File: src/rtl/fetch_pc_ctrl_if.sv
// fetch_pc_ctrl_if
// Bundles every fetch-controller signal except clk/rst.
//   imem side : imem_addr, imem_rmask (to memory), imem_rdata, imem_resp (from memory)
//   br_pred   : br_taken (combinational prediction for imem_addr + 4*i)
//   ROB       : flush, flush_pc
//   IQ side   : iq_valid, iq_slot_mask, iq_instr, iq_pc, iq_pred_taken (to queue), iq_ready (from queue)
// master = fetch controller, slave = the memory/predictor/ROB/queue environment.
interface fetch_pc_ctrl_if #(
    parameter int SS_FACTOR = 2
);
    logic [31:0]             imem_addr;
    logic [3:0]              imem_rmask;
    logic [32*SS_FACTOR-1:0] imem_rdata;
    logic                    imem_resp;
    logic [SS_FACTOR-1:0]    br_taken;
    logic                    flush;
    logic [31:0]             flush_pc;
    logic                    iq_valid;
    logic                    iq_ready;
    logic [SS_FACTOR-1:0]    iq_slot_mask;
    logic [32*SS_FACTOR-1:0] iq_instr;
    logic [32*SS_FACTOR-1:0] iq_pc;
    logic [SS_FACTOR-1:0]    iq_pred_taken;

    modport master (
        output imem_addr, imem_rmask,
        input  imem_rdata, imem_resp,
        input  br_taken,
        input  flush, flush_pc,
        output iq_valid, iq_slot_mask, iq_instr, iq_pc, iq_pred_taken,
        input  iq_ready
    );

    modport slave (
        input  imem_addr, imem_rmask,
        output imem_rdata, imem_resp,
        output br_taken,
        output flush, flush_pc,
        input  iq_valid, iq_slot_mask, iq_instr, iq_pc, iq_pred_taken,
        output iq_ready
    );
endinterface

File: src/rtl/fetch_pc_ctrl.sv
// fetch_pc_ctrl
// Fetch-stage PC controller. Issues one imem request per fetch group,
// latches the branch prediction at request time, pre-decodes the returned
// group for predicted-taken branches and JALs, redirects the fetch PC, and
// presents a masked, annotated group to the instruction queue.
// Ports:
//   clk  - clock
//   rst  - synchronous active-high reset
//   bus  - fetch_pc_ctrl_if.master (imem request/response, br_taken,
//          flush/flush_pc, instruction-queue handshake and payload)
module fetch_pc_ctrl #(
    parameter int          SS_FACTOR = 2,
    parameter logic [31:0] RESET_PC  = 32'h1eceb000
) (
    input  logic           clk,
    input  logic           rst,
    fetch_pc_ctrl_if.master bus
);
    localparam logic [1:0] SEND  = 2'd0;
    localparam logic [1:0] WAIT  = 2'd1;
    localparam logic [1:0] HOLD  = 2'd2;
    localparam logic [1:0] DRAIN = 2'd3;

    localparam logic [6:0] OP_BRANCH = 7'b1100011;
    localparam logic [6:0] OP_JAL    = 7'b1101111;

    logic [1:0]              state_reg;
    logic [31:0]             pc_reg;
    logic [SS_FACTOR-1:0]    pred_q_reg;
    logic                    out_valid_reg;
    logic [SS_FACTOR-1:0]    out_mask_reg;
    logic [32*SS_FACTOR-1:0] out_instr_reg;
    logic [32*SS_FACTOR-1:0] out_pc_reg;
    logic [SS_FACTOR-1:0]    out_pred_reg;

    // Per-slot pre-decode of the returned group.
    logic [SS_FACTOR-1:0]    slot_hit;
    logic [31:0]             slot_target [SS_FACTOR];
    logic [32*SS_FACTOR-1:0] slot_pc_flat;

    for (genvar gi = 0; gi < SS_FACTOR; gi++) begin : g_slot
        logic [31:0] instr;
        logic [31:0] slot_pc;
        logic [31:0] b_imm;
        logic [31:0] j_imm;
        logic        is_br;
        logic        is_jal;

        assign instr   = bus.imem_rdata[32*gi +: 32];
        assign slot_pc = pc_reg + 32'(4 * gi);
        assign b_imm   = {{19{instr[31]}}, instr[31], instr[7], instr[30:25], instr[11:8], 1'b0};
        assign j_imm   = {{11{instr[31]}}, instr[31], instr[19:12], instr[20], instr[30:21], 1'b0};
        assign is_br   = (instr[6:0] == OP_BRANCH);
        assign is_jal  = (instr[6:0] == OP_JAL);

        // Branch redirects only if predicted taken when the request went out.
        assign slot_hit[gi]            = is_jal || (is_br && pred_q_reg[gi]);
        assign slot_target[gi]         = slot_pc + (is_jal ? j_imm : b_imm);
        assign slot_pc_flat[32*gi +: 32] = slot_pc;
    end

    // Lowest redirecting slot wins; slots above it are squashed.
    logic                 redirect_found;
    logic [SS_FACTOR-1:0] dec_mask;
    logic [SS_FACTOR-1:0] dec_pred;
    logic [31:0]          dec_next_pc;

    always_comb begin
        redirect_found = 1'b0;
        dec_mask       = '0;
        dec_pred       = '0;
        dec_next_pc    = pc_reg + 32'(4 * SS_FACTOR);
        for (int i = 0; i < SS_FACTOR; i++) begin
            dec_mask[i] = !redirect_found;
            if (!redirect_found && slot_hit[i]) begin
                redirect_found = 1'b1;
                dec_pred[i]    = 1'b1;
                dec_next_pc    = slot_target[i];
            end
        end
    end

    // A flush in SEND suppresses the request so nothing is left outstanding.
    assign bus.imem_addr     = pc_reg;
    assign bus.imem_rmask    = (state_reg == SEND && !bus.flush) ? 4'hF : 4'h0;
    assign bus.iq_valid      = out_valid_reg;
    assign bus.iq_slot_mask  = out_mask_reg;
    assign bus.iq_instr      = out_instr_reg;
    assign bus.iq_pc         = out_pc_reg;
    assign bus.iq_pred_taken = out_pred_reg;

    always_ff @(posedge clk) begin
        if (rst) begin
            state_reg     <= SEND;
            pc_reg        <= RESET_PC;
            pred_q_reg    <= '0;
            out_valid_reg <= 1'b0;
            out_mask_reg  <= '0;
            out_instr_reg <= '0;
            out_pc_reg    <= '0;
            out_pred_reg  <= '0;
        end else begin
            case (state_reg)
                SEND: begin
                    if (bus.flush) begin
                        pc_reg        <= bus.flush_pc & 32'hFFFF_FFFC;
                        out_valid_reg <= 1'b0;
                        state_reg     <= SEND;
                    end else begin
                        pred_q_reg <= bus.br_taken;
                        state_reg  <= WAIT;
                    end
                end
                WAIT: begin
                    if (bus.flush) begin
                        // Response in the same cycle is simply discarded.
                        pc_reg    <= bus.flush_pc & 32'hFFFF_FFFC;
                        state_reg <= bus.imem_resp ? SEND : DRAIN;
                    end else if (bus.imem_resp) begin
                        out_valid_reg <= 1'b1;
                        out_mask_reg  <= dec_mask;
                        out_instr_reg <= bus.imem_rdata;
                        out_pc_reg    <= slot_pc_flat;
                        out_pred_reg  <= dec_pred;
                        pc_reg        <= dec_next_pc;
                        state_reg     <= HOLD;
                    end
                end
                HOLD: begin
                    // Flush beats a simultaneous iq_ready: the group is dropped.
                    if (bus.flush) begin
                        pc_reg        <= bus.flush_pc & 32'hFFFF_FFFC;
                        out_valid_reg <= 1'b0;
                        state_reg     <= SEND;
                    end else if (bus.iq_ready) begin
                        out_valid_reg <= 1'b0;
                        state_reg     <= SEND;
                    end
                end
                DRAIN: begin
                    if (bus.flush) begin
                        pc_reg <= bus.flush_pc & 32'hFFFF_FFFC;
                    end
                    if (bus.imem_resp) begin
                        state_reg <= SEND;
                    end
                end
                default: state_reg <= SEND;
            endcase
        end
    end
endmodule
File: src/flat_wrapper.sv
// flat-port wrapper written by rule: the top's interface ports become plain ports
module fetch_pc_ctrl_flat 
#(
    parameter int          SS_FACTOR = 2,
    parameter logic [31:0] RESET_PC  = 32'h1eceb000
)
  (clk, rst, bus_imem_addr, bus_imem_rmask, bus_imem_rdata, bus_imem_resp, bus_br_taken, bus_flush, bus_flush_pc, bus_iq_valid, bus_iq_slot_mask, bus_iq_instr, bus_iq_pc, bus_iq_pred_taken, bus_iq_ready);
  fetch_pc_ctrl_if #(.SS_FACTOR(SS_FACTOR)) bus_i ();
  input  logic clk;
  input  logic rst;
  output wire logic [$bits(bus_i.imem_addr)-1:0] bus_imem_addr;
  output wire logic [$bits(bus_i.imem_rmask)-1:0] bus_imem_rmask;
  input wire logic [$bits(bus_i.imem_rdata)-1:0] bus_imem_rdata;
  input wire logic [$bits(bus_i.imem_resp)-1:0] bus_imem_resp;
  input wire logic [$bits(bus_i.br_taken)-1:0] bus_br_taken;
  input wire logic [$bits(bus_i.flush)-1:0] bus_flush;
  input wire logic [$bits(bus_i.flush_pc)-1:0] bus_flush_pc;
  output wire logic [$bits(bus_i.iq_valid)-1:0] bus_iq_valid;
  output wire logic [$bits(bus_i.iq_slot_mask)-1:0] bus_iq_slot_mask;
  output wire logic [$bits(bus_i.iq_instr)-1:0] bus_iq_instr;
  output wire logic [$bits(bus_i.iq_pc)-1:0] bus_iq_pc;
  output wire logic [$bits(bus_i.iq_pred_taken)-1:0] bus_iq_pred_taken;
  input wire logic [$bits(bus_i.iq_ready)-1:0] bus_iq_ready;
  assign bus_imem_addr = bus_i.imem_addr;
  assign bus_imem_rmask = bus_i.imem_rmask;
  assign bus_i.imem_rdata = bus_imem_rdata;
  assign bus_i.imem_resp = bus_imem_resp;
  assign bus_i.br_taken = bus_br_taken;
  assign bus_i.flush = bus_flush;
  assign bus_i.flush_pc = bus_flush_pc;
  assign bus_iq_valid = bus_i.iq_valid;
  assign bus_iq_slot_mask = bus_i.iq_slot_mask;
  assign bus_iq_instr = bus_i.iq_instr;
  assign bus_iq_pc = bus_i.iq_pc;
  assign bus_iq_pred_taken = bus_i.iq_pred_taken;
  assign bus_i.iq_ready = bus_iq_ready;
  fetch_pc_ctrl #(.SS_FACTOR(SS_FACTOR), .RESET_PC(RESET_PC)) u_core (.clk(clk), .rst(rst), .bus(bus_i));
endmodule
File: config.mk
export PLATFORM = sky130hd
export DESIGN_NAME = fetch_pc_ctrl_flat
export DESIGN_NICKNAME = d
export VERILOG_FILES = /design/src/rtl/fetch_pc_ctrl_if.sv /design/src/rtl/fetch_pc_ctrl.sv /design/src/flat_wrapper.sv
export SDC_FILE = /design/constraint.sdc
export NUM_CORES = 1
export LEC_CHECK = 0
export CORE_MARGIN = 2
export CORE_UTILIZATION = 51
export DETAILED_ROUTE_END_ITERATION = 10
export PLACE_DENSITY = 0.91
export SLEW_MARGIN = 0
export SYNTH_ARGS = -nofsm -noshare
export SYNTH_HDL_FRONTEND = slang
export SYNTH_SLANG_ARGS = --single-unit
File: constraint.sdc
create_clock -name clk -period 5.35 [get_ports clk]
set_clock_uncertainty 0.15 [all_clocks]
set_input_delay 1.07 -clock clk [delete_from_list [all_inputs] [get_ports clk]]
set_output_delay 1.07 -clock clk [all_outputs]
set_load 0.01 [all_outputs]
==> impl_metrics.ini, run 1 <==
[status]
status = completed

[route]
drt-total-wl_um = 39600
routedWlPerCell_um = 19.7
drc = 0
drt_iter0_drc = 1042
first_pass_iters = 6
vias = 12100
vias_per_cell = 6.01
ant_nets = 0

[pwr]
p_leak_uw = 0.00561
p_clk_share_pct = 33.8
swShare_pct = 33.5
peakVddDrop_v = 0.000227
combPwrFrac_pct = 28.6
powerDensity_nw_per_um2 = 243
p_int_uw = 2350
switching_power_uw = 1190
pwr-share-seq_pct = 37.6

[sta]
max-slew-margin-rel_pct = 40.6
setup_viol_count_final = 0
hold_viol = 0
final.setup.worst_slack_ns = 0.276
period_needed_ns = 5.07
slew_viol_final = 0
grt_setup_unrepaired = no
min_period_over_period_pct = 94.8
tightestPinTransition_ns = 0.888
fmax_mhz = 197
tns_ns = 0

[clock_network]
h-tree-depth = 4
clockRootBuffer = clkbuf_16
clock_path_buffers = 2
cts_hold_buf = 0
cts_sinks = 165
cts_tree = built
insertion_delay_ns = 0.44
cts-buffers-inserted = 17
clkTransAtPathRegs_ns = 0.07

[synthesis]
synth.distinct_cells = 72
synth_enable_flop_cells = 0
yosysTopAreaCell = dfxtp_1
synthTopCellsByArea = dfxtp_1, nand2_1, a21oi_1, ha_1, xnor2_1
ys_seq_area_share_pct = 30.0
synthFlopType = dfxtp_1
synth_top_area_share_pct = 30.0
synthArstFlopShare_pct = 0
syn_inst = 1484
ys_ff_latch = 165
syn_area_sq_um = 11000
syn_avg_cell_area_sq_um = 7.42
ys_warn_count = 0

[place]
dp_hpwl_um = 29800
pre_cts_slack_ns = -0.131
portBuffers = 266
place.gp.congestion = 1.01

[floorplan]
coreArea_sq_um = 21100
ios = 272
dieArea_sq_um = 22800
core.rowCount = 53
die_h_um = 151
start_util_pct = 52.2
die_x_um = 151

[job]
drv_cap = 0

[grt]
grt_overflow = 0
grt_max_degree = 68
met3_usage_pct = 7.26
gr-usage-all-layers_pct = 34.1
grt_pass1_wl_um = 60700
grtUsageMet1_pct = 39.9
use_met2_pct = 59.8
antenna_found_initial = 1
grt_pass1_vias = 11500
busiest_layer = met2

[worst_hold_path]
hold_depth = 2
hp-class = reg -> reg

[layout]
largest_register_ffs = 64
final_cell_mix = nand2_1, clkdlybuf4s50_1, a21oi_1, dfxtp_1, nor2_1
nets = 1891
fillers = 1710
area_delta_synth_final_pct = 32.5
drive_above_1_share_pct = 7.10
final_common_cell = nand2_1

[worst_setup_path]
ff2ff_path_depth = 16
criticalPathCategory = in -> reg
required_ns = 5.55
arrival_ns = 5.27
crit_fanout = 3
endpoint_kind = flip-flop
critical_path.startpoint_type = input port
final timing paths:
path / startpoint / to / slack [ns]
setup / recovery: bus_imem_rdata[1] / u_core.bus.imem_addr[31] / 0.28
hold reg to reg: u_core.bus.iq_pc[26] / u_core.bus.iq_pc[26] / 0.30
setup reg to reg: u_core.bus.imem_addr[4] / u_core.bus.imem_addr[16] / 0.84
hold / removal: u_core.bus.iq_pc[26] / u_core.bus.iq_pc[26] / 0.30
worst max-delay path: stages:
cell and delay, ns:
clkdlybuf4s50_1 0.47, nor2b_1 0.15, nand4_1 0.16, nor2_2 0.19
mux2_2 0.22, ha_1 0.18, inv_1 0.07, fa_1 0.41
nor2b_1 0.12, o21ai_0 0.12, a21oi_2 0.19, o2111ai_1 0.21
a2111oi_1 0.40, buf_4 0.20, o211ai_1 0.11, a31o_2 0.28
mux2i_1 0.15, nand3_1 0.12, a22o_1 0.25, nor4_1 0.20
power by group through the flow:
| stage | registers, uW | clock network, uW | logic, uW |
|---|---|---|---|
| after floorplan | 1350 | 0 | 603 |
| after global placement | 1350 | 0 | 967 |
| after detailed placement | 1360 | 0 | 985 |
| after CTS | 1330 | 1200 | 995 |
| after global routing | 1330 | 1260 | 1090 |
| final | 1330 | 1200 | 1010 |
cells by family (layout without fill, tap and decap cells):
family | count (synthesis) | after routing | synth area share [%]
and+or+nand+nor | 561 | 561 | 21.8
AOI/OAI and AO/OA | 433 | 433 | 24.9
DFF | 165 | 165 | 30.0
buffers and inverters | 134 | 381 | 5.06
xor gates and xnor gates | 105 | 105 | 8.63
adders and majority gates | 69 | 69 | 7.96
muxes | 16 | 16 | 1.59
other | 1 | 4 | 0.0341
repair_timing:
action | CTS | global route
setup endpoints to repair | 0 | 1
gates resized for setup | 0 | 2
buffers inserted | 0 | 0
final cells by class:
type	instances	area (sq um)	share of cell area (%)
multi-input combinational	1187	7180	49.2
sequential	165	3300	22.7
timing repair buffer	326	3110	21.3
clock buffer	18	439	3.01
tap	275	344	2.36
clock inverter	14	118	0.807
inverter	23	86.3	0.592
antenna	1	2.50	0.0172
cells in the mapped netlist (4+ instances only):
master and number:
a21oi_1 186, buf_2 10, and4_1 4, nand4_1 16
dfxtp_1 165, ha_1 66, nor2_1 103, nor3_1 41
o21bai_1 9, o221ai_1 12, a31oi_1 14, and3_1 15
mux2i_1 6, a221oi_1 14, a21o_1 48, a211oi_1 14
mux2_2 9, o211ai_1 14, nand2b_1 8, o2111ai_1 4
o21ai_0 59, nand2_1 316, clkbuf_1 86, buf_1 5
inv_1 23, and2_1 7, nor2b_1 14, buf_4 9
nand3_1 24, xor2_1 45, xnor2_1 58, o21a_1 10
metal layers:
metal / routed length [um] / part of all wire, %
met1: 14900 / 38
met2: 19300 / 49
met3: 3630 / 9.2
met4: 1780 / 4.5
met5: 0 / 0
through the flow:
stage               utilization, %  hold slack (ns)  instances  total power (uW)  cell area, sq um
global placement              66.5            0.291       1976              2320             14000
floorplan                        -            0.302       1486              1950             11000
global route                  69.1            0.321       2009              3680             14600
detailed placement            66.5            0.296       1976              2340             14000
CTS                           69.1            0.305       2008              3530             14600
finish                        69.1            0.305       2009              3540             14600
(Power assumes the default switching activity.)
==> run 2, diff against run 1 <==
--- a/config.mk
+++ b/config.mk
@@ -6,9 +6,9 @@
 export NUM_CORES = 1
 export LEC_CHECK = 0
 export CORE_MARGIN = 2
-export CORE_UTILIZATION = 51
+export CORE_UTILIZATION = 55
 export DETAILED_ROUTE_END_ITERATION = 10
-export PLACE_DENSITY = 0.91
+export PLACE_DENSITY = 0.95
 export SLEW_MARGIN = 0
 export SYNTH_ARGS = -nofsm -noshare
 export SYNTH_HDL_FRONTEND = slang
==> constraint.sdc (replaced) <==
create_clock -name clk -period 6.46 [get_ports clk]
set_clock_uncertainty 0.15 [all_clocks]
set_input_delay 1.292 -clock clk [delete_from_list [all_inputs] [get_ports clk]]
set_output_delay 1.292 -clock clk [all_outputs]
set_load 0.01 [all_outputs]
==> run 2 against run 1 <==
Global-route usage grew 1.8 points. Clock power decreased by 15%. Cell area decreased by 2.0%. Setup slack improved by 0.51 ns. Combinational power is 21% lower. Sequential power fell by 16%. Largest cell class unchanged. Critical path type unchanged. Total power fell by 17%. Critical path depth shrank 2. Register-to-register slack better by 0.72 ns. Largest power group unchanged. Sequential cell count unchanged.
==> impl_metrics.ini, run 2 (synthesis results as in run 1) <==
[pwr]
p_clk_share_pct = 34.8
powerDensity_nw_per_um2 = 205
swShare_pct = 34.3
switching_power_uw = 1010
peakVddDrop_v = 0.000198
combPwrFrac_pct = 27.0
p_leak_uw = 0.00542
power_uw = 2940
p_int_uw = 1930
pwr-share-seq_pct = 38.2

[worst_hold_path]
min_from = u_core.bus.iq_instr[60]
hp-class = reg -> reg
hold_depth = 2
holdPathEnd = u_core.bus.iq_instr[60]

[worst_setup_path]
endpoint_kind = flip-flop
crit_fanout = 6
ff2ff_path_depth = 16
rr_endpoint = u_core.bus.imem_addr[17]
criticalPathCategory = in -> reg
required_ns = 6.67
critical_path.startpoint_type = input port
r2r_start = u_core.bus.imem_addr[4]
ff2ff_setup_slack_ns = 1.56
arrival_ns = 5.89

[place]
portBuffers = 266
place.gp.congestion = 0.943
dp_hpwl_um = 29300
place_area_sq_um = 13700

[job]
drv_cap = 0

[layout]
fillers = 1550
drive_above_1_share_pct = 4.78
multi_input_area_sq_um = 7170
fin_area_sq_um = 14300
nets = 1851
regArea_sq_um = 3300
final_cell_mix = nand2_1, clkdlybuf4s50_1, a21oi_1, dfxtp_1, nor2_1
final_common_cell = nand2_1
largest_register_ffs = 64
area_delta_synth_final_pct = 29.8

[sta]
hold_viol = 0
tightestPinTransition_ns = 0.968
tns_ns = 0
period_needed_ns = 5.68
min_period_over_period_pct = 87.9
setup_viol_count_final = 0
slew_viol_final = 0
fmax_mhz = 176
max-slew-margin-rel_pct = 35.5
grt_setup_unrepaired = no

[clock_network]
h-tree-depth = 4
post_cts_buffers = 0
cts-resized-gates = 0
insertion_delay_ns = 0.44
clock_path_buffers = 2
cts-buffers-inserted = 17
cts_tree = built
clockRootBuffer = clkbuf_16
cts_sinks = 165
cts_hold_buf = 0
clkTransAtPathRegs_ns = 0.07

[route]
drt_iter0_drc = 1269
vias_per_cell = 6.18
routedWlPerCell_um = 20.2
ant_nets = 0
drc = 0
first_pass_iters = 5
drt-total-wl_um = 39700
vias = 12100

[floorplan]
core.rowCount = 51
coreArea_sq_um = 19500
die_h_um = 145
ios = 272
start_util_pct = 56.4
dieArea_sq_um = 21200
die_x_um = 145

[grt]
antenna_found_initial = 2
grt_overflow = 0
grt_max_degree = 84
grt_pass1_vias = 11600
grt_pass1_wl_um = 61000
gr-usage-all-layers_pct = 35.9

[status]
status = completed
run 2: cell types whose count changed in the layout (fill, tap and decap cells not counted), sizes merged:
cell | previous run | this run
buf | 61 | 21
clkbuf | 18 | 17
clkinv | 5 | 7
clkinvlp | 1 | 0
diode | 1 | 2
run 2: worst max-delay path by stage:
stage	from	endpoint	slack, ns	depth (start not counted)
final	bus_imem_rdata[35]	u_core.bus.imem_addr[17]	0.78	18
after global routing	bus_imem_rdata[1]	u_core.bus.imem_addr[31]	0.37	18
after CTS	bus_imem_rdata[33]	u_core.bus.imem_addr[17]	0.90	18
after detailed placement	bus_imem_rdata[35]	u_core.bus.imem_addr[17]	0.48	18
after global placement	bus_imem_rdata[1]	u_core.bus.imem_addr[31]	0.57	18
after floorplan	bus_imem_rdata[1]	u_core.bus.imem_addr[31]	1.36	17
run 2: routing by layer:
layer / up-vias / wire length [um] / track usage, %
met5: - / 0 / 0
met4: 0 / 1950 / 19.3
met1: 5638 / 14900 / 42.7
met3: 157 / 3990 / 8.62
li1: 5587 / - / -
met2: 739 / 18800 / 60.3
run 2: through the flow:
stage / setup WS (ns) / utilization (%) / hold WS [ns] / std cells
2_1_floorplan: 1.36 / - / 0.302 / 1486
3_3_place_gp: 0.569 / 70.2 / 0.292 / 1926
3_5_place_dp: 0.479 / 70.2 / 0.296 / 1926
4_1_cts: 0.899 / 73.2 / 0.307 / 1958
5_1_grt: 0.368 / 73.2 / 0.327 / 1960
6_report: 0.783 / 73.2 / 0.305 / 1960
run 2: area by class of cell:
class	count	area share, %
flip-flops and latches	165	23.1
diodes	2	0.0350
repair buffers	286	19.7
inverters	23	0.604
clock inverters	15	1.12
well taps	265	2.32
clock buffers	17	2.98
multi-input cells	1187	50.2
run 2: power by group through the flow:
stage / Combinational, uW / Sequential [uW] / Clock (uW)
3_5_place_dp: 768 / 1140 / 0
5_1_grt: 850 / 1120 / 1060
6_report: 793 / 1120 / 1020
3_3_place_gp: 754 / 1140 / 0
4_1_cts: 776 / 1120 / 1020
2_1_floorplan: 499 / 1120 / 0
run 2: worst max-delay path, stage by stage:
cell and delay [ns]:
clkdlybuf4s50_1 0.54, and2_1 0.20, and3_1 0.37, mux2_2 0.39, ha_1 0.21, inv_1 0.07, fa_1 0.20, nor2b_1 0.07
o31a_1 0.27, o211ai_1 0.18, nand2_1 0.13, a31oi_2 0.40, o31ai_4 0.13, maj3_1 0.38, xnor2_1 0.21, a221oi_1 0.50
o211ai_1 0.16, a31oi_1 0.18
==> run 3, diff against run 2 <==
--- a/config.mk
+++ b/config.mk
@@ -6,9 +6,10 @@
 export NUM_CORES = 1
 export LEC_CHECK = 0
 export CORE_MARGIN = 2
-export CORE_UTILIZATION = 55
+export CORE_UTILIZATION = 64
 export DETAILED_ROUTE_END_ITERATION = 10
-export PLACE_DENSITY = 0.95
+export DONT_BUFFER_PORTS = 1
+export PLACE_DENSITY = 0.89
 export SLEW_MARGIN = 0
 export SYNTH_ARGS = -nofsm -noshare
 export SYNTH_HDL_FRONTEND = slang
==> run 3 against run 2 <==
Critical path depth is 3 lower. Fmax up 6.6%. Final cell count fell by 16%. Hold slack gained 0.044 ns. Global-route usage rose by 3.8 points. First-iteration DRC count shrank 3.5%. Sequential cell count unchanged. Largest power group unchanged. Highest routed layer unchanged.
==> impl_metrics.ini, run 3 (synthesis results as in run 1) <==
[place]
dp_hpwl_um = 27400
place_inst = 1617
portBuffers = 0
place.gp.congestion = 1.03

[grt]
antenna_found_initial = 0
gr-usage-all-layers_pct = 39.7
grt_max_degree = 163
grt_overflow = 0
grt_pass1_vias = 10300
grt_pass1_wl_um = 56400

[floorplan]
coreArea_sq_um = 16700
die_h_um = 135
ios = 272
dieArea_sq_um = 18300
core.rowCount = 47
start_util_pct = 65.9
die_x_um = 135

[sta]
tns_ns = 0
hold_viol = 0
max-slew-margin-rel_pct = 36.6
whs_ns = 0.349
setup_viol_count_final = 0
fmax_mhz = 188
slew_viol_final = 0
tightestPinTransition_ns = 0.951
grt_setup_unrepaired = no
min_period_over_period_pct = 82.5
period_needed_ns = 5.33

[layout]
fillers = 1410
regArea_sq_um = 3300
largest_register_ffs = 64
final_util_pct = 69.2
final_cell_mix = nand2_1, a21oi_1, dfxtp_1, nor2_1, ha_1
nets = 1587
multi_input_area_sq_um = 7180
area_delta_synth_final_pct = 5.00
final_common_cell = nand2_1
diodes = 0
stdcell_count = 1649
drive_above_1_share_pct = 5.67

[pwr]
peakVddDrop_v = 0.000212
powerDensity_nw_per_um2 = 237
p_leak_uw = 0.00444

[route]
first_pass_iters = 6
drt_iter0_drc = 1225
vias = 11000
routedWlPerCell_um = 22.7
drt-total-wl_um = 37500
vias_per_cell = 6.67
drc = 0
ant_nets = 0

[clock_network]
cts_sinks = 165
clkTransAtPathRegs_ns = 0.07
h-tree-depth = 4
clock_path_buffers = 2
cts-buffers-inserted = 17
clockRootBuffer = clkbuf_16
cts_tree = built
cts-resized-gates = 0
cts_hold_buf = 0
post_cts_buffers = 0
insertion_delay_ns = 0.45

[worst_setup_path]
arrival_ns = 5.55
crit_fanout = 13
criticalPathCategory = in -> reg
critical_path.startpoint_type = input port
required_ns = 6.68
endpoint_kind = flip-flop

[status]
status = completed

[worst_hold_path]
hp-class = reg -> reg

[job]
drv_cap = 0
## run 3: cell types whose count changed in the layout (fill, tap and decap cells not counted)
| cell | change |
|---|---|
| inv_8 | -1 |
| buf_4 | +1 |
| clkbuf_1 | +2 |
| clkinv_8 | -2 |
| clkinv_2 | +1 |
| nor3_2 | +1 |
| clkinvlp_4 | +2 |
| diode_2 | -2 |
| clkdlybuf4s50_1 | -265 |
| inv_6 | -2 |
| nor3_1 | -1 |
## run 3: path summary, 6_finish.rpt
check                               start                  endpoint  slack (ns)  cells after the start
setup / recovery       bus_imem_rdata[36]  u_core.bus.imem_addr[24]        1.13                     15
hold reg to reg   u_core.bus.iq_instr[22]   u_core.bus.iq_instr[22]        0.35                      2
hold / removal    u_core.bus.iq_instr[22]   u_core.bus.iq_instr[22]        0.35                      2
setup reg to reg  u_core.bus.imem_addr[3]  u_core.bus.imem_addr[24]        1.48                     16
## run 3: routing by layer
layer	routed length [um]	part of all wire [%]	track usage, %
met1	14200	38	49.1
met3	4530	12	11.5
met5	0	0	0
met4	2200	5.9	20.5
met2	16600	44	63.1
## run 3: report_power, final
| group | total, uW | internal (uW) | switching (uW) |
|---|---|---|---|
| clock network | 981 | 505 | 476 |
| logic | 630 | 251 | 379 |
| registers | 1130 | 1050 | 76.4 |
| total | 2740 | 1810 | 932 |
## run 3: area by class of cell
type	instances	share of cell area [%]
Inverter	23	0.747
Sequential cell	165	28.6
Clock inverter	13	1.03
Tap cell	220	2.38
Multi-Input combinational cell	1187	62.1
Clock buffer	19	3.75
Timing Repair Buffer	22	1.43
## run 3: metrics by stage
step | power (uW) | area (sq um) | setup WS, ns
6_report | 2740 | 11600 | 1.13
5_1_grt | 2830 | 11600 | 0.962
2_1_floorplan | 1620 | 11000 | 1.36
4_1_cts | 2710 | 11600 | 1.23
3_3_place_gp | 1750 | 11000 | 0.992
3_5_place_dp | 1760 | 11000 | 0.871
## run 3: critical path, stage by stage
cell and delay (ns):
and4b_1 0.28, and3_1 0.54, mux2_2 0.42, ha_1 0.30, a211oi_1 0.39, o21ai_0 0.20
a21o_1 0.20, a31oi_1 0.50, o31ai_2 0.19, a221oi_2 0.36, nor2_1 0.14, a311oi_1 0.34
xnor2_1 0.18, nor2_1 0.06, o21ai_1 0.13
